File: config.mk
export PLATFORM = sky130hd
export DESIGN_NAME = dma_transfer_sequencer
export DESIGN_NICKNAME = d
export VERILOG_FILES = /design/src/rtl/dma_pkg.sv /design/src/rtl/dma_priority_arbiter.sv /design/src/rtl/dma_transfer_sequencer.sv
export SDC_FILE = /design/constraint.sdc
export NUM_CORES = 1
export LEC_CHECK = 0
export CAP_MARGIN = 0
export CORE_MARGIN = 2
export CORE_UTILIZATION = 40
export CTS_CLUSTER_SIZE = 14
export DETAILED_ROUTE_END_ITERATION = 6
export SLEW_MARGIN = 25
export SYNTH_ARGS = -nofsm -noshare
export SYNTH_HDL_FRONTEND = slang
export SYNTH_SLANG_ARGS = --single-unit
File: constraint.sdc
create_clock -name clk -period 9.05 [get_ports clk]
set_input_delay 1.81 -clock clk [delete_from_list [all_inputs] [get_ports clk]]
set_output_delay 1.81 -clock clk [all_outputs]
set_load 0.05 [all_outputs]
File: src/rtl/dma_pkg.sv
// Shared definitions for the DMA transfer sequencer: state encoding,
// channel control bit positions and transfer direction constants.
package dma_pkg;

    // One single-mode transfer walks SI -> S0 -> S1 -> S2 -> S3 -> S4 -> SI
    typedef enum logic [2:0] {
        ST_SI = 3'd0,
        ST_S0 = 3'd1,
        ST_S1 = 3'd2,
        ST_S2 = 3'd3,
        ST_S3 = 3'd4,
        ST_S4 = 3'd5
    } dma_state_e;

    // Bit positions inside cfg_ctrl
    localparam int CTRL_DIR      = 0;
    localparam int CTRL_AUTOINIT = 1;
    localparam int CTRL_ADDR_DEC = 2;
    localparam int CTRL_MASK     = 3;

    // Transfer direction: read strobes MEMR, write strobes MEMW
    localparam logic DIR_READ  = 1'b0;
    localparam logic DIR_WRITE = 1'b1;

endpackage

File: src/rtl/dma_priority_arbiter.sv
// Combinational channel arbiter. Fixed mode: lowest index wins.
// Rotating mode: search starts just after the last-serviced channel.
module dma_priority_arbiter #(
    parameter int NUM_CH = 4
) (
    input  logic [NUM_CH-1:0]         eligible,
    input  logic                      rotate_pri,
    input  logic [$clog2(NUM_CH)-1:0] last_ch,
    output logic [NUM_CH-1:0]         grant,
    output logic [$clog2(NUM_CH)-1:0] grant_idx,
    output logic                      any_grant
);
    localparam int IDX_W = $clog2(NUM_CH);

    logic [IDX_W-1:0] start_s;
    logic [IDX_W-1:0] cand_s;

    // Walk candidates from lowest to highest priority so the best one is written last
    always_comb begin
        grant     = '0;
        grant_idx = '0;
        any_grant = 1'b0;
        cand_s    = '0;
        if (rotate_pri) begin
            start_s = last_ch + IDX_W'(1);
        end else begin
            start_s = '0;
        end
        for (int k = NUM_CH - 1; k >= 0; k--) begin
            cand_s = IDX_W'((int'(start_s) + k) % NUM_CH);
            if (eligible[cand_s]) begin
                grant     = NUM_CH'(1) << cand_s;
                grant_idx = cand_s;
                any_grant = 1'b1;
            end else begin
                any_grant = any_grant;
            end
        end
    end

endmodule

File: src/rtl/dma_transfer_sequencer.sv
// Per-transfer sequencer for the 4-channel DMA controller: arbitration,
// HRQ/HLDA handshake, S-state strobe sequencing, per-channel address/count
// registers and terminal-count reporting. All outputs are registered.
module dma_transfer_sequencer
    import dma_pkg::*;
#(
    parameter int NUM_CH = 4,
    parameter int ADDR_W = 16,
    parameter int CNT_W  = 16
) (
    input  logic              clk,
    input  logic              rst,
    input  logic [NUM_CH-1:0] dreq,
    input  logic              hlda,
    input  logic              rotate_pri,
    input  logic              cfg_we,
    input  logic [1:0]        cfg_ch,
    input  logic [ADDR_W-1:0] cfg_addr,
    input  logic [CNT_W-1:0]  cfg_count,
    input  logic [3:0]        cfg_ctrl,
    input  logic              status_rd,
    output logic              hrq,
    output logic [NUM_CH-1:0] dack,
    output logic              aen,
    output logic              adstb,
    output logic              memr,
    output logic              memw,
    output logic              tc,
    output logic [ADDR_W-1:0] addr_out,
    output logic [NUM_CH-1:0] tc_flags,
    output logic [NUM_CH-1:0] mask_out
);
    localparam int IDX_W = $clog2(NUM_CH);

    dma_state_e        state_r;
    logic [IDX_W-1:0]  win_r;
    logic [NUM_CH-1:0] win_oh_r;
    logic [IDX_W-1:0]  pri_ptr_r;

    logic [ADDR_W-1:0] base_addr_r [NUM_CH];
    logic [ADDR_W-1:0] cur_addr_r  [NUM_CH];
    logic [CNT_W-1:0]  base_cnt_r  [NUM_CH];
    logic [CNT_W-1:0]  cur_cnt_r   [NUM_CH];
    logic [NUM_CH-1:0] dir_r;
    logic [NUM_CH-1:0] autoinit_r;
    logic [NUM_CH-1:0] dec_r;
    logic [NUM_CH-1:0] mask_r;
    logic [NUM_CH-1:0] tc_flags_r;

    logic [NUM_CH-1:0] eligible_s;
    logic [NUM_CH-1:0] arb_grant_s;
    logic [IDX_W-1:0]  arb_idx_s;
    logic              arb_any_s;
    logic [IDX_W-1:0]  last_ch_s;
    logic [ADDR_W-1:0] win_addr_s;
    logic [ADDR_W-1:0] step_addr_s;
    logic              tc_hit_s;
    logic              abort_s;
    logic              commit_s;

    assign eligible_s = dreq & ~mask_r;
    assign last_ch_s  = pri_ptr_r - IDX_W'(1);
    assign tc_flags   = tc_flags_r;
    assign mask_out   = mask_r;

    dma_priority_arbiter #(.NUM_CH(NUM_CH)) u_arb (
        .eligible   (eligible_s),
        .rotate_pri (rotate_pri),
        .last_ch    (last_ch_s),
        .grant      (arb_grant_s),
        .grant_idx  (arb_idx_s),
        .any_grant  (arb_any_s)
    );

    // Serviced channel's address step, TC detection and bus-loss / commit qualifiers
    always_comb begin
        win_addr_s = cur_addr_r[win_r];
        if (dec_r[win_r]) begin
            step_addr_s = win_addr_s - ADDR_W'(1);
        end else begin
            step_addr_s = win_addr_s + ADDR_W'(1);
        end
        tc_hit_s = (cur_cnt_r[win_r] == '0);
        abort_s  = ((state_r == ST_S1) || (state_r == ST_S2) || (state_r == ST_S3)) && !hlda;
        commit_s = (state_r == ST_S3) && hlda;
    end

    // Transfer FSM with registered bus-side outputs
    always_ff @(posedge clk) begin
        if (rst) begin
            state_r  <= ST_SI;
            win_r    <= '0;
            win_oh_r <= '0;
            hrq      <= 1'b0;
            dack     <= '0;
            aen      <= 1'b0;
            adstb    <= 1'b0;
            memr     <= 1'b0;
            memw     <= 1'b0;
            tc       <= 1'b0;
            addr_out <= '0;
        end else if (abort_s) begin
            state_r <= ST_SI;
            hrq     <= 1'b0;
            dack    <= '0;
            aen     <= 1'b0;
            adstb   <= 1'b0;
            memr    <= 1'b0;
            memw    <= 1'b0;
            tc      <= 1'b0;
        end else begin
            adstb <= 1'b0;
            tc    <= 1'b0;
            case (state_r)
                ST_SI: begin
                    dack <= '0;
                    aen  <= 1'b0;
                    memr <= 1'b0;
                    memw <= 1'b0;
                    if (arb_any_s) begin
                        win_r    <= arb_idx_s;
                        win_oh_r <= arb_grant_s;
                        hrq      <= 1'b1;
                        state_r  <= ST_S0;
                    end else begin
                        hrq     <= 1'b0;
                        state_r <= ST_SI;
                    end
                end
                ST_S0: begin
                    if (hlda) begin
                        state_r  <= ST_S1;
                        aen      <= 1'b1;
                        adstb    <= 1'b1;
                        dack     <= win_oh_r;
                        addr_out <= win_addr_s;
                    end else if ((dreq & win_oh_r) == '0) begin
                        state_r <= ST_SI;
                        hrq     <= 1'b0;
                    end else begin
                        state_r <= ST_S0;
                    end
                end
                ST_S1: begin
                    state_r <= ST_S2;
                    memr    <= (dir_r[win_r] == DIR_READ);
                end
                ST_S2: begin
                    state_r <= ST_S3;
                    memw    <= (dir_r[win_r] == DIR_WRITE);
                end
                ST_S3: begin
                    state_r  <= ST_S4;
                    memr     <= 1'b0;
                    memw     <= 1'b0;
                    tc       <= tc_hit_s;
                    addr_out <= step_addr_s;
                end
                ST_S4: begin
                    state_r <= ST_SI;
                    hrq     <= 1'b0;
                    dack    <= '0;
                    aen     <= 1'b0;
                end
                default: begin
                    state_r <= ST_SI;
                    hrq     <= 1'b0;
                    dack    <= '0;
                    aen     <= 1'b0;
                    memr    <= 1'b0;
                    memw    <= 1'b0;
                end
            endcase
        end
    end

    // Channel register file: programming, per-transfer update, TC flags, rotation pointer
    always_ff @(posedge clk) begin
        if (rst) begin
            for (int ch = 0; ch < NUM_CH; ch++) begin
                base_addr_r[ch] <= '0;
                cur_addr_r[ch]  <= '0;
                base_cnt_r[ch]  <= '0;
                cur_cnt_r[ch]   <= '0;
            end
            dir_r      <= '0;
            autoinit_r <= '0;
            dec_r      <= '0;
            mask_r     <= '1;
            tc_flags_r <= '0;
            pri_ptr_r  <= '0;
        end else begin
            for (int ch = 0; ch < NUM_CH; ch++) begin
                // The channel in service cannot be reprogrammed under its own feet
                if (cfg_we && (IDX_W'(cfg_ch) == IDX_W'(ch)) &&
                    !((state_r != ST_SI) && (win_r == IDX_W'(ch)))) begin
                    base_addr_r[ch] <= cfg_addr;
                    cur_addr_r[ch]  <= cfg_addr;
                    base_cnt_r[ch]  <= cfg_count;
                    cur_cnt_r[ch]   <= cfg_count;
                    dir_r[ch]       <= cfg_ctrl[CTRL_DIR];
                    autoinit_r[ch]  <= cfg_ctrl[CTRL_AUTOINIT];
                    dec_r[ch]       <= cfg_ctrl[CTRL_ADDR_DEC];
                    mask_r[ch]      <= cfg_ctrl[CTRL_MASK];
                end else if (commit_s && (win_r == IDX_W'(ch))) begin
                    if (tc_hit_s && autoinit_r[ch]) begin
                        cur_addr_r[ch] <= base_addr_r[ch];
                        cur_cnt_r[ch]  <= base_cnt_r[ch];
                    end else begin
                        cur_addr_r[ch] <= step_addr_s;
                        cur_cnt_r[ch]  <= cur_cnt_r[ch] - CNT_W'(1);
                    end
                    if (tc_hit_s && !autoinit_r[ch]) begin
                        mask_r[ch] <= 1'b1;
                    end else begin
                        mask_r[ch] <= mask_r[ch];
                    end
                end else begin
                    cur_addr_r[ch] <= cur_addr_r[ch];
                end
                // A TC set in the same cycle as a status read survives the clear
                if (commit_s && tc_hit_s && (win_r == IDX_W'(ch))) begin
                    tc_flags_r[ch] <= 1'b1;
                end else if (status_rd) begin
                    tc_flags_r[ch] <= 1'b0;
                end else begin
                    tc_flags_r[ch] <= tc_flags_r[ch];
                end
            end
            if (state_r == ST_S4) begin
                pri_ptr_r <= win_r + IDX_W'(1);
            end else begin
                pri_ptr_r <= pri_ptr_r;
            end
        end
    end

endmodule

Yosys cells after proc, flatten, opt, wreduce, memory -nomap -nowiden
Memory sizes are Yosys's and may differ from the RTL's. A register that Yosys moved wholly into a read port is not among the register bits.
Index checks and enable logic that the tools add are counted.
{"block": "word_totals", "n_memories": 4, "regBits": 57, "latch_bits": 0, "mem_bits_ro": 0, "in_bits": 48, "out_inout_bits": 34, "elab_cells": 368, "ramBits": 256}
{"block": "classes", "n_shift": 4, "reduce_logical": 79, "n_mux": 170, "addsub": 12, "order_cmp": 5, "eq_ne": 18, "div": 0, "multipliers": 0, "bitwise": 44}
{"name": "base_addr_r", "words": 4, "width": 16, "rd": 4, "rd_clocked_by_memory_dff": 0, "write_ports": 4, "line": "dma_transfer_sequencer.sv:40", "source": "logic [ADDR_W-1:0] base_addr_r [NUM_CH];"}
{"name": "base_cnt_r", "words": 4, "width": 16, "rd": 4, "rd_clocked_by_memory_dff": 0, "write_ports": 4, "line": "dma_transfer_sequencer.sv:42", "source": "logic [CNT_W-1:0] base_cnt_r [NUM_CH];"}
{"name": "cur_addr_r", "words": 4, "width": 16, "rd": 1, "rd_clocked_by_memory_dff": 1, "write_ports": 4, "line": "dma_transfer_sequencer.sv:41", "source": "logic [ADDR_W-1:0] cur_addr_r [NUM_CH];"}
{"name": "cur_cnt_r", "words": 4, "width": 16, "rd": 5, "rd_clocked_by_memory_dff": 1, "write_ports": 4, "line": "dma_transfer_sequencer.sv:43", "source": "logic [CNT_W-1:0] cur_cnt_r [NUM_CH];"}
{"operator": "2-to-1 mux 16 bit", "n": 38}
{"operator": "2-to-1 mux 1 bit", "n": 104}
{"operator": "subtractor 16 x 1 -> 16 bit (second input constant)", "n": 5}
{"operator": "bitwise OR 1 bit", "n": 36}
{"operator": "case mux 16 bit (2 select lines)", "n": 1}
{"operator": "logical AND 1 bit", "n": 31}
{"operator": "nonzero test 2 bit", "n": 13}
{"operator": "2-to-1 mux 2 bit", "n": 10}
{"operator": "2-to-1 mux 4 bit", "n": 5}
{"operator": "AND reduction 2 bit", "n": 9}
{"operator": "adder 16 x 1 -> 16 bit (second input constant)", "n": 1}
{"operator": "zero test 16 bit", "n": 1}
{"operator": "left shift 1 x 2 -> 4 bit (first input constant)", "n": 4}
{"operator": "less-than comparator 2 x 3 -> 1 bit (second input constant)", "n": 5}
{"operator": "case mux 3 bit (5 select lines)", "n": 1}
{"operator": "OR reduction 3 bit", "n": 5}
{"operator": "binary-select mux 1 bit (select 2 bit)", "n": 6}
{"operator": "zero test 1 bit", "n": 9}
{"operator": "AND reduction 3 bit", "n": 3}
{"operator": "AND 4 bit", "n": 2}
{"operator": "equality test 2 bit (second input constant)", "n": 4}
{"operator": "case mux 4 bit (2 select lines)", "n": 1}
{"operator": "adder 2 x 1 -> 2 bit (second input constant)", "n": 3}
{"operator": "equality test 3 x 2 -> 1 bit (second input constant)", "n": 2}
{"operator": "17 further kinds", "n": 33}

Logic depth before layout (Yosys ltp)
{"block": "depth", "ltp_word": 13, "depth_mapped": 12, "depth_no_buf": 10}

By module
Synthesis repeated with hierarchy kept, for this count alone.
{"block": "hier_totals", "cells_unflattened": 1413, "hier_area_um2": 16150.5}
{"mod": "dma_transfer_sequencer", "n_inst": 1, "cells_each": 1344, "area_each_um2": 15635.0, "seq_area_each_um2": 8868.5}
{"mod": "dma_priority_arbiter", "n_inst": 1, "cells_each": 69, "area_each_um2": 515.5, "seq_area_each_um2": 0.0}

Least setup slack after synthesis
No wires, ideal clock.
{"block": "synth_path", "path_kind": "input to register", "from": "input port rotate_pri", "to": "register win_oh_r[2]", "cell_stages": 10, "setup_time_ns": 0.071, "t_arrival_ns": 4.308, "path_buffers": 1, "slack_ns": 4.672, "cell_sequence": "and2_1 -> clkbuf_1 -> clkinv_1 -> ha_1 -> mux4_2 -> a211oi_1 -> a221o_1 -> a21oi_1 -> or3_1 -> a21oi_1"}
{"block": "synth_via", "elab_chain_len": 9}
{"item": "start, declared", "line": "dma_transfer_sequencer.sv:15", "source": "input logic rotate_pri,"}
{"item": "2-to-1 mux 2 bit *", "line": "dma_priority_arbiter.sv:24", "source": "if (rotate_pri) begin"}
{"item": "adder 2 bit", "line": "dma_priority_arbiter.sv:30", "source": "cand_s = IDX_W'((int'(start_s) + k) % NUM_CH);"}
{"item": "binary-select mux 1 bit (select 2 bit)", "line": "dma_priority_arbiter.sv:31", "source": "if (eligible[cand_s]) begin"}
{"item": "2-to-1 mux 1 bit (implied by the code)", "line": "dma_priority_arbiter.sv:31"}
{"item": "2-to-1 mux 1 bit (4 in series)", "line": "dma_priority_arbiter.sv:31"}
{"item": "AND reduction 3 bit (no source line)"}
{"item": "end signal, assigned", "line": "dma_transfer_sequencer.sv:122", "source": "win_oh_r <= arb_grant_s;"}
{"item": "end, declared", "line": "dma_transfer_sequencer.sv:37", "source": "logic [NUM_CH-1:0] win_oh_r;"}
Mark *: on every way between the ends. The rest lies on a longest branch, timed or not. The select of a mux whose other input is x is not followed.
A chain may end at the register's enable or synchronous reset.

==> results_dict.tcl <==
set metrics [dict create \
    die_w_um 204.1 \
    clock.fmax_mhz 207.4 \
    drcViolationCount 0 \
    maxSlewHeadroom_pct 32.84 \
    first_global_vias 10700 \
    htree_num_levels 2 \
    period_needed_ps 4821 \
    cts_tree "built" \
    maxCapViolations 0 \
    vias 10940 \
    cp_max_fo 34 \
    fp.coreArea_sq_um 39640 \
    crit_path_end "cur_addr_r[2][3]" \
    fill_cells 3619 \
    post_cts_buffers 0 \
    syn_area_per_cell_sq_um 12.11 \
    hold_violations 0 \
    p_leak_nw 6.672 \
    worst_slack_ps 4229 \
    reg2reg_setup_slack_ps 4990 \
    worstPathArrival_ps 4960 \
    finish.utilization_pct 47.02 \
    multiInputGateArea_sq_um 6825 \
    rsz0062_at_grt "false" \
    critPathKind "in -> reg" \
    row_count 73 \
    ff_latch_area_sq_um 8869 \
    post_drt_wl_per_cell_um 21.06 \
    synthCells 1323 \
    status "finished, final reports clean" \
    cts_sinks 315 \
    grt_usage_pct 19.83 \
    fin_crit_sh_pct 53.27 \
    synthesis.area_sq_um 16020 \
    path_clk_slew_ps 60 \
    drt_iter0_markers 614 \
    cts_resized 0 \
    p_per_area_nw_per_um2 189.5 \
    synth_enable_flop_cells 256 \
    clk_latency_ps 530 \
    max-vdd-ir-drop_uv 112.9 \
    hold_class "reg -> reg" \
    routed_wl_mm 41.06 \
    numCtsBuffers 37 \
    yosysSeqAreaShare_pct 55.35 \
    reg2reg_to "cur_addr_r[1][15]" \
    finalNonFillerCells 1950 \
    die_h_um 204.1 \
    dr.pass1.iters 5 \
    synth_nets 1398 \
    fin_area_sq_um 18640 \
    endpoint_kind "register" \
    total_power_mw 3.533 \
    grt_max_degree 54 \
    ios 82 \
    die_area_sq_um 41670 \
    initial_utilization_pct 40.42 \
    syn2layout_area_growth_pct 16.33 \
    grt_pass1_wl_mm 63.42 \
    clock-root-buffer "clkbuf_16" \
    setup_viol 0 \
    ant_nets 0 \
    synth_ff_type "edfxtp_1" \
    cts_buffer_depth 3 \
    nNetsFinal 1472 \
    whs_ps 461.9 \
    place_inst 1882 \
    startpoint_type "input port" \
    drive_gt1_share_pct 8.848 \
    startpoint "cfg_ch[0]" \
    antenna_found_initial 0 \
    gr-total-overflow 0 \
    async_flop_share_pct 0 \
    maxSlewViolCount 0 \
    worst_pin_slew_ps 1007 \
    r2r_cells 10 \
    routabilityCongestion 0.8323 \
    synth_warnings 0 \
    ys_ff_latch 315 \
    portBuffers 81 \
    post-place-ws_ps 3613 \
    ctsHoldBuffers 0 \
    placed_cell_area_sq_um 17410 \
    skew_ps 15.50 \
    synth_cell_types 74 \
    dp_hpwl_mm 27.00 \
    setup-tns-final_ps 0 \
    required_ps 9190 \
    routed_via_density 5.611 \
]
==> worst max-delay path, cell delays in order <==
cell and delay (ps):
clkdlybuf4s50_1 410, nand2b_1 180, a211oi_1 830, or2_2 880, a31o_2 850
==> area by class of cell <==
class | instances | area share, %
multi-input combinational | 912 | 36.62
inverter | 30 | 0.6041
tap | 525 | 3.524
timing repair buffer | 101 | 5.142
clock inverter | 19 | 1.067
antenna | 1 | 0.01343
clock buffer | 47 | 5.451
sequential | 315 | 47.58
==> routing by layer <==
metal / GRT usage [%] / share of wire (%) / routed length, um / vias to the layer above
li1: - / - / - / 5165
met1: 27.37 / 45 / 18610 / 5407
met2: 32.52 / 47 / 19240 / 319
met3: 3.683 / 6.4 / 2623 / 50
met4: 4.348 / 1.4 / 588 / 0
met5: 0 / 0 / 0 / -
==> worst min path at each step <==
stage | start | to | cells past startpoint
after floorplan | dec_r[3] | dec_r[3] | 1
after CTS | hrq | hrq | 2
after detailed placement | dec_r[3] | dec_r[3] | 1
after global routing | dec_r[3] | dec_r[3] | 1
final | hrq | hrq | 2
after global placement | hrq | hrq | 2
==> cells by family (layout without fill, tap and decap cells) <==
group / count (synthesis) / in the layout / synth area share [%]
adder cells (fa/ha/maj): 27 / 27 / 2.155
multiplexers: 125 / 125 / 9.246
AND/OR/NAND/NOR: 422 / 422 / 14.51
other: 0 / 1 / 0
flip-flops: 315 / 315 / 55.35
XOR/XNOR: 67 / 67 / 3.662
AO/OA/AOI/OAI: 271 / 271 / 12.56
buffers and inverters: 96 / 197 / 2.522
==> layout by cell type (no fill, tap or decap), types with 26 or more instances in the layout <==
cell type,Yosys,routed
nor2_1,83,82
and2_1,134,134
edfxtp_1,256,256
clkdlybuf4s50_1,0,80
ha_1,26,26
a21oi_1,45,45
nand2_1,64,62
xnor2_1,30,30
xor2_1,37,37
clkbuf_16,0,39
dfxtp_1,59,59
a221o_1,32,32
o21bai_1,80,80
mux2i_1,103,103
inv_1,29,29
==> synth_stat cells (all sizes together), types with 4 or more instances <==
master | instances | area (sq um)
a22o | 4 | 35.03
nor3b | 8 | 60.06
a221o | 32 | 320.3
nor4b | 4 | 50.05
a31oi | 6 | 37.54
a22oi | 4 | 30.03
a31o | 5 | 43.79
inv | 29 | 108.9
or4 | 16 | 123.9
nor3 | 25 | 125.1
a21o | 15 | 112.6
nand2 | 64 | 240.2
o31ai | 6 | 45.04
nor2b | 10 | 62.56
dfxtp | 59 | 1181
nand3 | 8 | 40.04
or3 | 9 | 56.30
a311oi | 11 | 96.34
clkbuf | 46 | 172.7
mux4 | 18 | 405.4
nor4 | 13 | 87.58
a21oi | 46 | 234.0
nand3b | 5 | 37.54
nor2 | 84 | 317.8
xor2 | 37 | 324.1
or2 | 4 | 27.53
edfxtp | 256 | 7687
and3 | 11 | 68.82
mux2 | 4 | 45.04
xnor2 | 30 | 262.8
mux2i | 103 | 1031
o21ai | 23 | 115.1
nand2b | 15 | 93.84
ha | 26 | 325.3
and2 | 134 | 838.3
a221oi | 4 | 35.03
buf | 20 | 118.9
nand4 | 6 | 37.54
a211oi | 9 | 67.56
o21bai | 80 | 600.6
==> sequential cells by signal, indices dropped and copies added, names as in the netlist, 16 cells and up, named ones only <==
register     flops
cur_addr_r      64
base_addr_r     64
cur_cnt_r       64
base_cnt_r      64
addr_out        16
==> where the power goes <==
group,internal [mW],switching [mW]
clock,0.909,0.592
sequential,1.64,0.0356
combinational,0.129,0.222
total,2.68,0.850
Power figures use the tool's default switching activity.
